$ cat src/rtl/regfile_write_decoder_if.sv
// regfile_write_decoder_if: valid/ready write-back bundle into the register bank
interface regfile_write_decoder_if #(
  parameter int WIDTH  = 32,
  parameter int AWIDTH = 5
);
  logic              wr_valid;
  logic              wr_ready;
  logic [AWIDTH-1:0] wr_addr;
  logic [WIDTH-1:0]  wr_data;
  modport master(output wr_valid, wr_addr, wr_data, input wr_ready);
  modport slave(input wr_valid, wr_addr, wr_data, output wr_ready);
endinterface

$ cat src/rtl/regfile_write_decoder.sv
// regfile_write_decoder: decoded register-bank write port with r0 hardwired and a sequential clear
module regfile_write_decoder #(
  parameter int WIDTH  = 32,
  parameter int AWIDTH = 5
) (
  input  logic                          clk,
  input  logic                          reset,
  regfile_write_decoder_if.slave        wb,
  input  logic                          clr_start,
  output logic                          busy,
  output logic                          zero_wr,
  output logic [7:0]                    wr_count,
  output logic [WIDTH*(2**AWIDTH)-1:0]  regs_flat
);
  localparam int NREG = 2**AWIDTH;
  localparam logic [AWIDTH-1:0] LAST = '1;
  typedef enum logic {IDLE, CLEAR} state_t;
  state_t            state;
  logic [AWIDTH-1:0] cnt;
  logic              accept;
  logic [NREG-1:0]   wen;
  assign wb.wr_ready = state == IDLE;
  assign busy        = state == CLEAR;
  assign accept      = wb.wr_valid && wb.wr_ready;
  assign wen         = accept ? {{(NREG-1){1'b0}}, 1'b1} << wb.wr_addr : '0;
  // Sequencer: clear walks 1..LAST and wraps the counter back to 0 on its own; also tracks write stats
  always_ff @(posedge clk) begin
    if (reset) begin
      state    <= IDLE;
      cnt      <= '0;
      zero_wr  <= 1'b0;
      wr_count <= '0;
    end else begin
      zero_wr <= wen[0];
      if (accept && wb.wr_addr != '0 && wr_count != 8'hFF) wr_count <= wr_count + 8'd1;
      if (state == IDLE && clr_start) begin
        state <= CLEAR;
        cnt   <= AWIDTH'(1);
      end else if (state == CLEAR) begin
        cnt   <= cnt + AWIDTH'(1);
        state <= cnt == LAST ? IDLE : CLEAR;
      end
    end
  end
  for (genvar n = 0; n < NREG; n++) begin : g_reg
    if (n == 0) begin : g_zero
      assign regs_flat[WIDTH-1:0] = '0;
    end else begin : g_live
      localparam logic [AWIDTH-1:0] IDX = AWIDTH'(n);
      logic [WIDTH-1:0] q;
      // Clear and write never coincide: clearing only happens while writes are refused
      always_ff @(posedge clk) begin
        if (reset) q <= '0;
        else if (busy && cnt == IDX) q <= '0;
        else if (wen[n]) q <= wb.wr_data;
      end
      assign regs_flat[n*WIDTH +: WIDTH] = q;
    end
  end
endmodule

$ cat src/flat_wrapper.sv
// flat-port wrapper written by rule: the top's interface ports become plain ports
module regfile_write_decoder_flat 
#(
  parameter int WIDTH  = 32,
  parameter int AWIDTH = 5
)
  (clk, reset, clr_start, busy, zero_wr, wr_count, regs_flat, wb_wr_valid, wb_wr_addr, wb_wr_data, wb_wr_ready);
  regfile_write_decoder_if #(.WIDTH(WIDTH), .AWIDTH(AWIDTH)) wb_i ();
  input  logic clk;
  input  logic reset;
  input  logic clr_start;
  output logic busy;
  output logic zero_wr;
  output logic [7:0] wr_count;
  output logic [WIDTH*(2**AWIDTH)-1:0] regs_flat;
  input wire logic [$bits(wb_i.wr_valid)-1:0] wb_wr_valid;
  input wire logic [$bits(wb_i.wr_addr)-1:0] wb_wr_addr;
  input wire logic [$bits(wb_i.wr_data)-1:0] wb_wr_data;
  output wire logic [$bits(wb_i.wr_ready)-1:0] wb_wr_ready;
  assign wb_i.wr_valid = wb_wr_valid;
  assign wb_i.wr_addr = wb_wr_addr;
  assign wb_i.wr_data = wb_wr_data;
  assign wb_wr_ready = wb_i.wr_ready;
  regfile_write_decoder #(.WIDTH(WIDTH), .AWIDTH(AWIDTH)) u_core (.clk(clk), .reset(reset), .wb(wb_i), .clr_start(clr_start), .busy(busy), .zero_wr(zero_wr), .wr_count(wr_count), .regs_flat(regs_flat));
endmodule
$ cat config.mk
export PLATFORM = sky130hd
export DESIGN_NAME = regfile_write_decoder_flat
export DESIGN_NICKNAME = d
export VERILOG_FILES = /design/src/rtl/regfile_write_decoder_if.sv /design/src/rtl/regfile_write_decoder.sv /design/src/flat_wrapper.sv
export SDC_FILE = /design/constraint.sdc
export NUM_CORES = 2
export LEC_CHECK = 0
export ABC_AREA = 1
export ABC_CLOCK_PERIOD_IN_PS = 2000
export BUFFER_PORTS_ARGS = -buffer_cell sky130_fd_sc_hd__buf_2
export CORE_AREA = 10 10 417 419
export DETAILED_ROUTE_END_ITERATION = 16
export DIE_AREA = 0 0 427 429
export GPL_TIMING_DRIVEN = 0
export HOLD_SLACK_MARGIN = 0.02
export SETUP_SLACK_MARGIN = 0.3
export SLEW_MARGIN = 40
export SYNTH_ARGS = -nofsm -noshare
export SYNTH_HDL_FRONTEND = slang
export SYNTH_SLANG_ARGS = --single-unit
$ cat constraint.sdc
create_clock -name clk -period 2 [get_ports clk]
set_input_delay 0.4 -clock clk [delete_from_list [all_inputs] [get_ports clk]]
set_output_delay 0.4 -clock clk [all_outputs]
set_load 0.03 [all_outputs]
# ---- Word level (Yosys, flattened, before mapping)
# Cells that the tools add are included.
dict set report totals {
  word_cells 149
  register_bits 1007
  output_inout_bits 1035
  in_bits 41
}
dict set report classes {
  addsub 2
  shifts 1
  bitwise 2
  n_reduce_logical 70
  eq_ne 32
  n_mux 6
}
# operator n
set ops {}
lappend ops {{5-bit == test (second input constant)} 16}
lappend ops {{2-bit OR reduction} 33}
lappend ops {{5-bit by 4-bit == test with 1-bit output (second input constant)} 8}
lappend ops {{1-bit logical AND} 35}
lappend ops {{32-bit two-way mux} 1}
lappend ops {{1-bit by 5-bit left shift with 32-bit output (first input constant)} 1}
lappend ops {{5-bit by 3-bit == test with 1-bit output (second input constant)} 4}
lappend ops {{5-bit by 2-bit == test with 1-bit output (second input constant)} 2}
lappend ops {{8-bit by 1-bit adder with 8-bit output (second input constant)} 1}
lappend ops {{8-bit != test (second input constant)} 1}
lappend ops {{5-bit by 1-bit adder with 5-bit output (second input constant)} 1}
lappend ops {{5-bit by 1-bit == test with 1-bit output (second input constant)} 1}
lappend ops {{1-bit two-way mux} 5}
lappend ops {{5-bit nonzero test} 1}
lappend ops {{1-bit NOT} 2}
lappend ops {{2-bit nonzero test} 1}

# ---- Longest topological paths before layout
dict set report logic_depth {
  ltp_word 4
  ltp_mapped 10
  ltp_nobuf 8
}

# ---- Worst setup path after synthesis
# OpenSTA, ideal clock, no wires.
dict set report synth_timing {
  kind {register -> register}
  from {register u_core.state, in the netlist u_core.busy}
  to {register u_core.g_reg[10].g_live.q[10]}
  stages_incl_launch_ff 8
  period_less_slack_ns 1.866
  path_slack_ns 0.134
  setup_time_ns 0.132
  n_path_buf 2
  required_ns 1.868
  arrival_ns 1.734
  cell_sequence {dfxtp_1 buf_4 inv_4 nor2_4 clkinv_1 o21ai_1 clkbuf_1 a21oi_1}
}
dict set report synth_via {
  elab_chain_len 3
  elab_cells_between_ends 5
  cone_classes {mux: 1; bitwise: 1; reduce/logical: 3}
}
# item line_no
set synth_lines {}
lappend synth_lines {{from (decl)} regfile_write_decoder.sv:18} ;# state_t state;
lappend synth_lines {{from (signal assigned)} regfile_write_decoder.sv:41} ;# state <= cnt == LAST ? IDLE : CLEAR;
lappend synth_lines {{1-bit NOT} regfile_write_decoder.sv:22} ;# assign wb.wr_ready = state == IDLE;
lappend synth_lines {{named net wb_wr_ready} flat_wrapper.sv:19} ;# output wire logic [$bits(wb_i.wr_ready)-1:0] wb_wr_ready;
lappend synth_lines {{1-bit logical AND} regfile_write_decoder.sv:24} ;# assign accept = wb.wr_valid && wb.wr_ready;
lappend synth_lines {{32-bit two-way mux} regfile_write_decoder.sv:25} ;# assign wen = accept ? {{(NREG-1){1'b0}}, 1'b1} << wb.wr_addr : '0;
lappend synth_lines {{to (signal assigned)} regfile_write_decoder.sv:55} ;# else if (wen[n]) q <= wb.wr_data;
lappend synth_lines {{to (decl)} regfile_write_decoder.sv:50} ;# logic [WIDTH-1:0] q;
# The timed path passes the listed nets, and every way through them passes these cells.
# A chain may end at the register's enable or synchronous reset.

# ---- Final worst setup path
dict set report layout_timing {
  from {register u_core.cnt[3]}
  to {register u_core.g_reg[22].g_live.q[14]}
}
dict set report layout_via {
  elab_chain_len 3
}
# item line_no
set layout_lines {}
lappend layout_lines {{from (decl)} regfile_write_decoder.sv:19} ;# logic [AWIDTH-1:0] cnt;
lappend layout_lines {{from (signal assigned)} regfile_write_decoder.sv:40} ;# cnt <= cnt + AWIDTH'(1);
lappend layout_lines {{5-bit == test} regfile_write_decoder.sv:54} ;# else if (busy && cnt == IDX) q <= '0;
lappend layout_lines {{1-bit logical AND} regfile_write_decoder.sv:54}
lappend layout_lines {{2-bit OR reduction (no line)} -}
lappend layout_lines {{to (signal assigned)} regfile_write_decoder.sv:55}
lappend layout_lines {{to (decl)} regfile_write_decoder.sv:50}
# Every way passes these cells.

==> results by group <==
Cells and area
  • Share of cells above drive strength 1: 0.3153
  • Synth-to-Final Area Change: 45.53%
  • Design Area, Final: between 50000 and 60000 µm²
  • Commonest cells after routing, fill and taps aside: 1378 x nand2_1, 1117 x buf_2, 997 x dfxtp_1, 664 x nor2_1, 645 x a21oi_1
  • Commonest non-fill, non-tap cell in the layout: nand2_1
  • Post-route insts no fill: approximately 8300
  • Nets: between 6000 and 7000

Drt
  • WL final: 214500 µm
  • Routed wire per std cell: 25.79 µm
  • Via count: roughly 39000
  • Post-DRT Antenna Nets: 0
  • DRT iter0 DRCs: between 3000 and 4000
  • DR DRC count: 0
  • DR vias/cell: 4.639
  • Pre-antenna DRT Iters: 7

STA
  • RSZ-0062 raised after global routing: true
  • Tcrit/Tclk final: 0.9699
  • Post-route minimum period: 1940 ps
  • Post-route setup slack: between 60 and 70 ps
  • Skew final: 27.73 ps
  • Max Slew Vio Count: 0
  • Worst-Margin Slew: about 940 ps
  • Fmax: 0.5155 GHz
  • Hold Vio Cnt, Final: 0
  • Worst slew margin: 0.3734
  • Final setup vio count: 0
  • Fin Setup TNS: 0 ps

Worst setup path
  • Crit end category: flip-flop
  • Reg-to-reg startpoint: u_core.cnt[3]
  • Crit path max fanout: 10
  • CP Class: flip-flop to flip-flop
  • Critical path startpoint category: flip-flop
  • Data required time of the worst path: ~2700 ps
  • Worst reg-to-reg setup slack: between 60 and 70 ps
  • WP data arrival: roughly 2600 ps
  • Worst R2R Path Depth: 9
  • R2r endpoint: u_core.g_reg[22].g_live.q[14]

Worst hold path
  • Hold Path Stages: 3
  • Hold path endpoint: u_core.g_reg[24].g_live.q[27]
  • Hold Crit Class: input port to flip-flop
  • Hold wc startpoint: wb_wr_data[27]

Logic synthesis
  • Sequential area share after synthesis: 0.5655
  • Cell type with the largest total area after synthesis: dfxtp_1
  • Ys Warns: 0
  • Yosys cell types: 27
  • Register bit total from synthesis: just over 1000
  • Post-Syn Area: between 30000 and 40000 µm²
  • Ranking of synthesized cells by area: dfxtp_1 57%, nand2_1 15%, a21oi_1 9.6%, nor2_1 7.1%, o21ai_0 3.3%
  • Mean Syn Cell Area: about 7.6 µm²
  • Top-area cell type share of the netlist area: 0.5655
  • Post-Syn Instances: around 4700

Clock tree
  • CTS tree: done
  • Inserted Clock Buffers: 112
  • Clk pin slew, worst setup/hold paths: roughly 60 ps
  • CTS sink count: about 1000
  • H-tree depth: 3
  • Max clock buf depth: 3
  • CTS root buffer: clkbuf_16
  • Clk_lat worst skew: between 700 and 800 ps

Floorplan
  • Die outline height: 429 µm
  • Initial Util: 0.2149
  • # IOs: 1076
  • Row cnt: 150
  • Die Width: 427 µm
  • Die area: roughly 180000 µm²
  • Core Footprint: roughly 170000 µm²

GRT
  • Number of global-route vias before repair: around 35000
  • Wire length of the first global-routing pass: between 200000 and 300000 µm
  • Gr ovfl total: 0
  • Initial antenna violation count: 24
  • Largest net degree at the start of global routing: 17
  • GRT Resource Usage Total: 0.2186

Placement
  • Buffers on Ports: about 1000
  • Hpwl dp: 161100 µm
  • Area after DPL: between 40000 and 50000 µm²
  • Pre-CTS setup slack: -1345 ps
  • Dpl cells: approximately 8000
  • Gpl congestion: 0.9214

Power and ir drop
  • Pwr per Cell Area: just under 900 nW/µm²
  • Tot Pwr: 0.04591 W
  • Peak VDD IR: slightly above 0.8 mV
  • Static leakage power: approximately 23 nW

Run status
  • Outcome: finished clean

Flow run
  • Max_cap viols: 0
[cells by family (layout without fill, tap and decap cells)]
kind of cell             Yosys count  count (layout)  share of synthesized area
AND/OR/NAND/NOR                 2203            2203                     0.2371
flip-flops                      1007            1007                     0.5655
AO/OA/AOI/OAI                    964             964                     0.1354
buffers and inverters            490            1891                    0.05893
adder cells (fa/ha/maj)            7               7                   0.002457
XOR/XNOR                           2               2                  0.0004914
other                              1              40                  0.0001052
[synthesized netlist by cell type]
library cell	instances
dfxtp_1	1007
nor4_1	1
buf_1	33
or2_2	1
inv_2	32
nand3b_1	1
inv_1	38
ha_1	7
clkinv_1	1
nor2_1	676
a31oi_1	1
xnor2_1	1
nand3_1	23
inv_4	1
nor2_2	18
o21ai_1	41
a211oi_1	1
nor3_1	69
buf_4	34
nor2_4	2
xor2_1	1
a21oi_1	684
conb_1	1
o21ai_0	237
clkbuf_1	246
nand2_1	1412
buf_2	105
[timing repair]
| action | 4_1_cts | 5_1_grt |
|---|---|---|
| hold buffers | 10 | 0 |
| buffers inserted | 90 | 21 |
| endpoints found under the setup margin | 1997 | 1978 |
| cloned | 5 | 9 |
| hold endpoints to repair | 16 | 0 |
| pin swaps | 57 | 28 |
| gates resized for setup | 372 | 300 |
[critical path: stages, from the launching register on]
cell	delay [ps]
dfxtp_1	300
buf_2	240
inv_1	140
nand2_1	240
nor2_2	120
a21oi_4	180
buf_12	150
clkbuf_2	250
o21ai_0	150
nor2_1	90
[sequential cells by signal (all words and copies together) (netlist names)]
signal and count:
u_core.cnt 5, u_core.wr_count 8, u_core.busy 1, u_core.g.g_live.q 992
u_core.zero_wr 1
[worst max-delay path by stage]
stage                             start                            end  depth (start not counted)
after global placement    wb_wr_addr[1]    u_core.g_reg[4].g_live.q[7]                          8
after global routing      u_core.cnt[3]  u_core.g_reg[22].g_live.q[13]                          9
after floorplan             u_core.busy  u_core.g_reg[31].g_live.q[22]                         10
after CTS                   u_core.busy                    wb_wr_ready                          3
final                     u_core.cnt[3]  u_core.g_reg[22].g_live.q[14]                          9
after detailed placement  wb_wr_addr[0]   u_core.g_reg[2].g_live.q[23]                          8
[report_power, final]
| part | switching [W] | leakage (nW) | internal [W] |
|---|---|---|---|
| registers | 0.000108 | 8.12 | 0.0202 |
| clock network | 0.00933 | 1.95 | 0.0130 |
| logic | 0.00243 | 12.9 | 0.000779 |
[layer usage]
layer  global-route usage  routed length, µm
met1               0.2573              81590
met2               0.3541              97240
met3              0.04700              17660
met4               0.1482              18010
met5                    0                  0
[metrics by stage]
stage	hold slack [ps]	utilization
2_1_floorplan	484.3	-
3_3_place_gp	445.9	0.2641
3_5_place_dp	448.4	0.2670
5_1_grt	79.31	0.3127
6_report	104.6	0.3127
4_1_cts	23.52	0.3053
[cell type report]
class	count	area [µm²]
tap	2204	2758
inverter	72	434.2
multi-input combinational	3208	14430
sequential	1007	20170
clock inverter	55	793.3
clock buffer	157	3183
buffer	418	2736
timing repair inverter	1	8.758
antenna	8	20.02
fill	17610	114000
timing repair buffer	1188	7343
No activity file was read; power rests on OpenSTA's default activity.
